`src/rtl/etapa_fetch.sv`:
```
// etapa_fetch: instruction-fetch stage with PC, imem req/ready handshake, one-entry skid and IF/ID register.
// Define FETCH_PERF_COUNTERS_EN to add o_fetch_count / o_bubble_count.
module etapa_fetch #(
  parameter logic [31:0] RESET_PC  = 32'h0000_0000,
  parameter int          PC_STEP   = 4,
  parameter logic [31:0] NOP_INSTR = 32'h0000_0000
) (
  input  logic        clk,
  input  logic        reset,
  input  logic        i_stall,
  input  logic        i_branch_taken,
  input  logic [31:0] i_branch_address,
  output logic        o_imem_req,
  output logic [31:0] o_imem_address,
  input  logic        i_imem_ready,
  input  logic [31:0] i_imem_data,
  output logic [31:0] o_instruction,
  output logic [31:0] o_address_pc,
`ifdef FETCH_PERF_COUNTERS_EN
  output logic        o_valid,
  output logic [31:0] o_fetch_count,
  output logic [31:0] o_bubble_count
`else
  output logic        o_valid
`endif
);
  typedef enum logic [1:0] {S_BOOT, S_REQ, S_HOLD} state_t;
  state_t state, state_n;
  logic [31:0] pc, pc_n, pc_next, instr_n, addr_n, skid_instr, skid_addr, skid_instr_n, skid_addr_n;
  logic valid_n, done;
  assign o_imem_req = state == S_REQ;
  assign o_imem_address = pc;
  assign done = o_imem_req & i_imem_ready;
  assign pc_next = pc + 32'(PC_STEP);
  always_ff @(posedge clk) begin
    if (reset) begin
      state <= S_BOOT;
      pc <= RESET_PC;
      o_instruction <= NOP_INSTR;
      o_address_pc <= '0;
      o_valid <= 1'b0;
      skid_instr <= '0;
      skid_addr <= '0;
    end else begin
      state <= state_n;
      pc <= pc_n;
      o_instruction <= instr_n;
      o_address_pc <= addr_n;
      o_valid <= valid_n;
      skid_instr <= skid_instr_n;
      skid_addr <= skid_addr_n;
    end
  end
  // A redirect wins over everything: any word completing this cycle and any skid content are dropped.
  always_comb begin
    state_n = state;
    pc_n = pc;
    instr_n = o_instruction;
    addr_n = o_address_pc;
    valid_n = o_valid;
    skid_instr_n = skid_instr;
    skid_addr_n = skid_addr;
    if (i_branch_taken) begin
      state_n = S_REQ;
      pc_n = i_branch_address;
      instr_n = NOP_INSTR;
      valid_n = 1'b0;
    end else begin
      case (state)
        S_BOOT: state_n = S_REQ;
        S_REQ: begin
          if (done) pc_n = pc_next;
          if (done && i_stall) begin
            skid_instr_n = i_imem_data;
            skid_addr_n = pc_next;
            state_n = S_HOLD;
          end else if (!i_stall) begin
            instr_n = done ? i_imem_data : NOP_INSTR;
            addr_n = done ? pc_next : o_address_pc;
            valid_n = done;
          end
        end
        S_HOLD: if (!i_stall) begin
          instr_n = skid_instr;
          addr_n = skid_addr;
          valid_n = 1'b1;
          state_n = S_REQ;
        end
        default: state_n = S_BOOT;
      endcase
    end
  end
`ifdef FETCH_PERF_COUNTERS_EN
  logic fetch_ev, bubble_ev;
  assign fetch_ev = done & ~i_branch_taken;
  assign bubble_ev = i_branch_taken | (o_imem_req & ~i_imem_ready & ~i_stall);
  always_ff @(posedge clk) begin
    if (reset) begin
      o_fetch_count <= '0;
      o_bubble_count <= '0;
    end else begin
      o_fetch_count <= o_fetch_count + 32'(fetch_ev);
      o_bubble_count <= o_bubble_count + 32'(bubble_ev);
    end
  end
`endif
endmodule

```
`config.mk`:
```
export PLATFORM = sky130hd
export DESIGN_NAME = etapa_fetch
export DESIGN_NICKNAME = d
export VERILOG_FILES = /design/src/rtl/etapa_fetch.sv
export SDC_FILE = /design/constraint.sdc
export NUM_CORES = 1
export LEC_CHECK = 0
export ABC_AREA = 1
export BUFFER_PORTS_ARGS = -buffer_cell sky130_fd_sc_hd__buf_2
export CAP_MARGIN = 20
export CORE_UTILIZATION = 31
export CTS_BUF_LIST = sky130_fd_sc_hd__clkbuf_16
export DETAILED_ROUTE_END_ITERATION = 7
export GPL_ROUTABILITY_DRIVEN = 0
export GPL_TIMING_DRIVEN = 0
export PLACE_DENSITY_LB_ADDON = 0.1
export SLEW_MARGIN = 20
export SYNTH_ARGS = -nofsm -noshare
export SYNTH_HDL_FRONTEND = slang
export SYNTH_SLANG_ARGS = --single-unit
```
`constraint.sdc`:
```
create_clock -name clk -period 1.8 [get_ports clk]
set_input_delay 0.09 -clock clk [delete_from_list [all_inputs] [get_ports clk]]
set_output_delay 0.09 -clock clk [all_outputs]
set_load 0.005 [all_outputs]
```
After elaboration in Yosys (flattened, before gate mapping)
Cells that the tools add are included.

Add/sub/neg operators: 1. Equality and inequality tests: 9. Muxes and demuxes: 20. Bitwise gates (word level): 2. Reductions and logical operators: 12.

Operators with widths (number): $mux W32 (10); $pmux W32 S2 (2); $add A32 B3 Y32 const B (1); $ne A2 B2 Y1 const B (3); $pmux W2 S3 (1); $reduce_and A2 Y1 (3); $reduce_and A6 Y1 (1); $reduce_bool A2 Y1 (3); $mux W1 (4); $mux W2 (2); $ne A2 B1 Y1 const B (2); $reduce_and A4 Y1 (1); $ne A3 B2 Y1 const B (1); $ne A3 B3 Y1 const B (1); $reduce_and A3 Y1 (1); $eq A2 B1 Y1 const B (1); $eq A2 B2 Y1 const B (1); $logic_not A2 Y1 (1); $pmux W1 S2 (1); $reduce_or A2 Y1 (1); $and A1 B1 Y1 (1); $logic_and A1 B1 Y1 (1); $not A1 Y1 (1).

Flip-flop bits (word level): 163. Input port bits: 69. Logic and storage cells: 52.

Longest topological paths before layout
Depth in word-level cells: 6. Depth in mapped cells: 11.

Worst setup path before layout
OpenSTA, ideal clock, no wires.

Kind: register to register. Start: register pc[2] (netlist: o_imem_address[2]). End: register skid_addr[22]. Arrival time: 1.395 ns. Slack: 0.291 ns. Stages on the path, launching flop included: 11. Period minus slack after synthesis: 1.509 ns. Path through: dfxtp_1 -> ha_1 -> nand2_2 -> nor2_4 -> nand2_4 -> nor2_8 -> nand2_1 -> nand2_1 -> nand2_1 -> o21ai_1 -> inv_1.

Longest elaborated chain between the ends: 1.

RTL lines: from (decl) (line 29) `logic [31:0] pc, pc_n, pc_next, instr_n, addr_n, skid_instr, skid_addr, skid_instr_n, skid_addr_n;`; from (signal assigned) (line 46) `pc <= pc_n;`; $add A32 B3 Y32 (line 34) `assign pc_next = pc + 32'(PC_STEP);`; to (signal assigned) (line 51) `skid_addr <= skid_addr_n;`; to (decl) (line 29).

Every way passes these cells. A chain may end at the register's enable or synchronous reset.

Final worst setup path
Start: register state[1]. End: register o_address_pc[31].

Longest elaborated chain between the ends: 5.

RTL lines: from (decl) (line 28) `state_t state, state_n;`; from (signal assigned) (line 45) `state <= state_n;`; $eq A2 B1 Y1 (line 31, 69); $and A1 B1 Y1 (line 33) `assign done = o_imem_req & i_imem_ready;`; $logic_and A1 B1 Y1 (line 73) `if (done && i_stall) begin`; $ne A2 B2 Y1 (no source line); $reduce_and A6 Y1 (no source line); to (signal assigned) (line 48) `o_address_pc <= addr_n;`; to (decl) (line 18) `output logic [31:0] o_address_pc,`.

Several ways; a longest one is shown, not always the timed one.

==> flow_metrics.env <==
export IMPL_synthTopCellsByCount="nand2_1 (225), nor2_1 (164), dfxtp_1 (163)"
export IMPL_path_clk_slew_ns=0.07
export IMPL_numPortBuffers=165
export IMPL_routedWlPerCell_um=15.5
export IMPL_ys_ff_latch=163
export IMPL_synth_main_ff_cell="dfxtp_1"
export IMPL_r2r_start="state[1]$_SDFFE_PP0P_"
export IMPL_initial_core_util=0.316
export IMPL_swShare=0.288
export IMPL_p_leak_nw=4.48
export IMPL_period_share=0.937
export IMPL_die_w_um=157
export IMPL_drt_iter0_markers=371
export IMPL_min_from="i_branch_address[19]"
export IMPL_synthCells=1060
export IMPL_grt_pass1_vias=7124
export IMPL_path_cells="nor2_4 -> nand2_2 -> nand2_2 -> nand2_2 -> nor2_8 -> inv_4 -> buf_6 -> a21oi_1 -> a21oi_1"
export IMPL_vias_per_cell=4.66
export IMPL_ioPinCount=167
export IMPL_die_height_um=157
export IMPL_async_reset_ff_frac=0
export IMPL_fin_ws_ns=0.113
export IMPL_crit_required_ns=2.11
export IMPL_max_cap_violations=0
export IMPL_clk_latency_ns=0.44
export IMPL_slew_viol_final=0
export IMPL_place_ws_ns=-0.0864
export IMPL_syn_mean_instance_area_um2=7.03
export IMPL_ys_warn_count=0
export IMPL_crit_fanout=10
export IMPL_vias=7578
export IMPL_synth_most_common_cell="nand2_1"
export IMPL_cp_arrival_ns=2.00
export IMPL_crit_type="flip-flop to flip-flop"
export IMPL_synth_top_area_frac=0.438
export IMPL_track_usage=0.209
export IMPL_core_region_area_um2=23500
export IMPL_layout_nets=1365
export IMPL_r2r_slack_ns=0.11
export IMPL_dpl_hpwl_um=18300
export IMPL_fp_row_count=56
export IMPL_crit_top_cell="nand2_2"
export IMPL_finalSetupViolations=0
export IMPL_drive_gt1_frac=0.224
export IMPL_grt_overflow=0
export IMPL_worstSetupStartpointType="flip-flop"
export IMPL_rsz0062_at_grt="yes"
export IMPL_crit_path_end_kind="flip-flop"
export IMPL_sequentialPowerShare=0.460
export IMPL_relSlewSlack=0.489
export IMPL_ctsLongestPathBuffers=2
export IMPL_final_hold_violation_count=0
export IMPL_worst_pin_slew_ns=0.766
export IMPL_cts_buffers=17
export IMPL_ant_nets=0
export IMPL_post_route_min_period_ns=1.69
export IMPL_grt_start_max_net_pins=18
export IMPL_hold_path_class="primary input to flip-flop"
export IMPL_synth_seq_area_share=0.438
export IMPL_drt_wl_total_um=25300
export IMPL_synth_distinct_cells=37
export IMPL_synth_fp_nets=1130
export IMPL_skew_ns=0.0169
export IMPL_n_antenna_cell=0
export IMPL_syn_area_um2=7450
export IMPL_grt_pass1_wl_um=39100
export IMPL_peakVddDrop_mv=0.607
export IMPL_cts_max_level=4
export IMPL_route_detailed_drc=0
export IMPL_p_per_area_nw_per_um2=856
export IMPL_hold_ws_ns=0.00672
export IMPL_root_buffer="clkbuf_16"
export IMPL_area_delta_synth_final_pct=31.9
export IMPL_switching_power_mw=2.42
export IMPL_run_status="complete, no violations"
export IMPL_intPower_mw=5.99
export IMPL_firstDrtPassIters=5
export IMPL_die_area_um2=24700
export IMPL_cts_tree="yes"
export IMPL_fmax_mhz=593
export IMPL_startpoint="state[1]$_SDFFE_PP0P_"
export IMPL_antenna_found_initial=0
export IMPL_power_frac_clock=0.426
export IMPL_synth_edff_count=0
export IMPL_p_comb_frac=0.114
export IMPL_slowest_stage="dfxtp_1"
export IMPL_yosysTopAreaCell="dfxtp_1"
export IMPL_ys_top_cells_by_area="dfxtp_1 (44%), nand2_1 (11%), a21oi_1 (8.9%)"
export IMPL_cts_sinks=163
export IMPL_slowest_delay_ns=0.35
==> cells in the final DEF (no fill, tap or decap), drive strengths merged <==
| master | n |
|---|---|
| a211oi | 5 |
| a21boi | 1 |
| a21o | 1 |
| a21oi | 134 |
| a22oi | 2 |
| a2bb2oi | 1 |
| a31oi | 9 |
| and2 | 2 |
| and3 | 1 |
| buf | 199 |
| clkbuf | 49 |
| clkinv | 2 |
| clkinvlp | 4 |
| dfxtp | 163 |
| dlygate4sd3 | 49 |
| ha | 1 |
| inv | 92 |
| nand2 | 235 |
| nand3 | 21 |
| nor2 | 175 |
| nor3 | 1 |
| o21a | 2 |
| o21ai | 144 |
| xnor2 | 4 |
| xor2 | 11 |
==> power groups by stage <==
stage               combinational [mW]  clock [mW]  sequential, mW
floorplan                        0.495           0            3.93
global placement                 0.870           0            3.95
detailed placement               0.876           0            3.95
CTS                              0.963        3.67            3.87
global route                      1.09        3.80            3.89
finish                           0.962        3.58            3.87
==> stage by stage <==
| step | power, mW | TNS, ns | area [um2] | instances | util |
|---|---|---|---|---|---|
| after floorplan | 4.43 | 0 | 7450 | 1060 | - |
| after global placement | 4.82 | -0.550 | 8680 | 1544 | 0.369 |
| after detailed placement | 4.83 | -0.397 | 8680 | 1544 | 0.369 |
| after CTS | 8.50 | 0 | 9730 | 1625 | 0.413 |
| after global routing | 8.77 | -0.000631 | 9830 | 1627 | 0.418 |
| final | 8.41 | 0 | 9830 | 1627 | 0.418 |
==> worst paths after layout <==
check	end	depth (start not counted)
hold / removal	o_imem_address[19]$_SDFFE_PP0P_	5
setup reg to reg	o_address_pc[31]$_SDFFE_PP0P_	9
hold reg to reg	skid_addr[6]$_SDFFE_PP0P_	2
setup / recovery	o_address_pc[31]$_SDFFE_PP0P_	9
==> sequential cells by signal, summed over array words and instances (netlist names) <==
| signal | cells |
|---|---|
| o_valid | 1 |
| skid_addr | 32 |
| o_imem_address | 32 |
| o_instruction | 32 |
| state | 2 |
| skid_instr | 32 |
| o_address_pc | 32 |
==> area by class of cell <==
cell class / instances / area, um2
Fill cell: 2554 / 13700
Multi-Input combinational cell: 750 / 3610
Sequential cell: 163 / 3280
Timing Repair Buffer: 216 / 1330
Clock buffer: 17 / 425
Tap cell: 319 / 399
Buffer: 64 / 337
Inverter: 83 / 319
Clock inverter: 15 / 136
==> layer usage <==
| layer | vias to the layer above | GRT usage | routed length [um] | share of wire |
|---|---|---|---|---|
| met3 | 15 | 0.0366 | 1130 | 0.045 |
| met5 | - | 0 | 0 | 0 |
| met2 | 183 | 0.337 | 11600 | 0.46 |
| li1 | 3905 | - | - | - |
| met4 | 0 | 0.0462 | 227 | 0.0090 |
| met1 | 3475 | 0.289 | 12300 | 0.49 |
==> cell families after synthesis <==
family,share of synthesized area
and+or+nand+nor,0.242
AOI/OAI and AO/OA,0.211
DFF,0.438
xor gates and xnor gates,0.0237
buffers and inverters,0.0841
adders and majority gates,0.00168
==> critical path, delay by kind of cell, from the launching register on <==
family,cells,cell delay (ns)
AOI/OAI and AO/OA,2,0.22
buffers and inverters,2,0.27
DFF,1,0.35
and+or+nand+nor,5,0.71
==> what timing repair did <==
action | 4_1_cts | 5_1_grt
resized for setup | 1 | 42
hold buffers | 49 | 0
setup buffers | 0 | 2
pin swaps | 0 | 4
endpoints found under the setup margin | 10 | 109
endpoints found under the hold margin | 81 | 0
(Power assumes the default switching activity.)
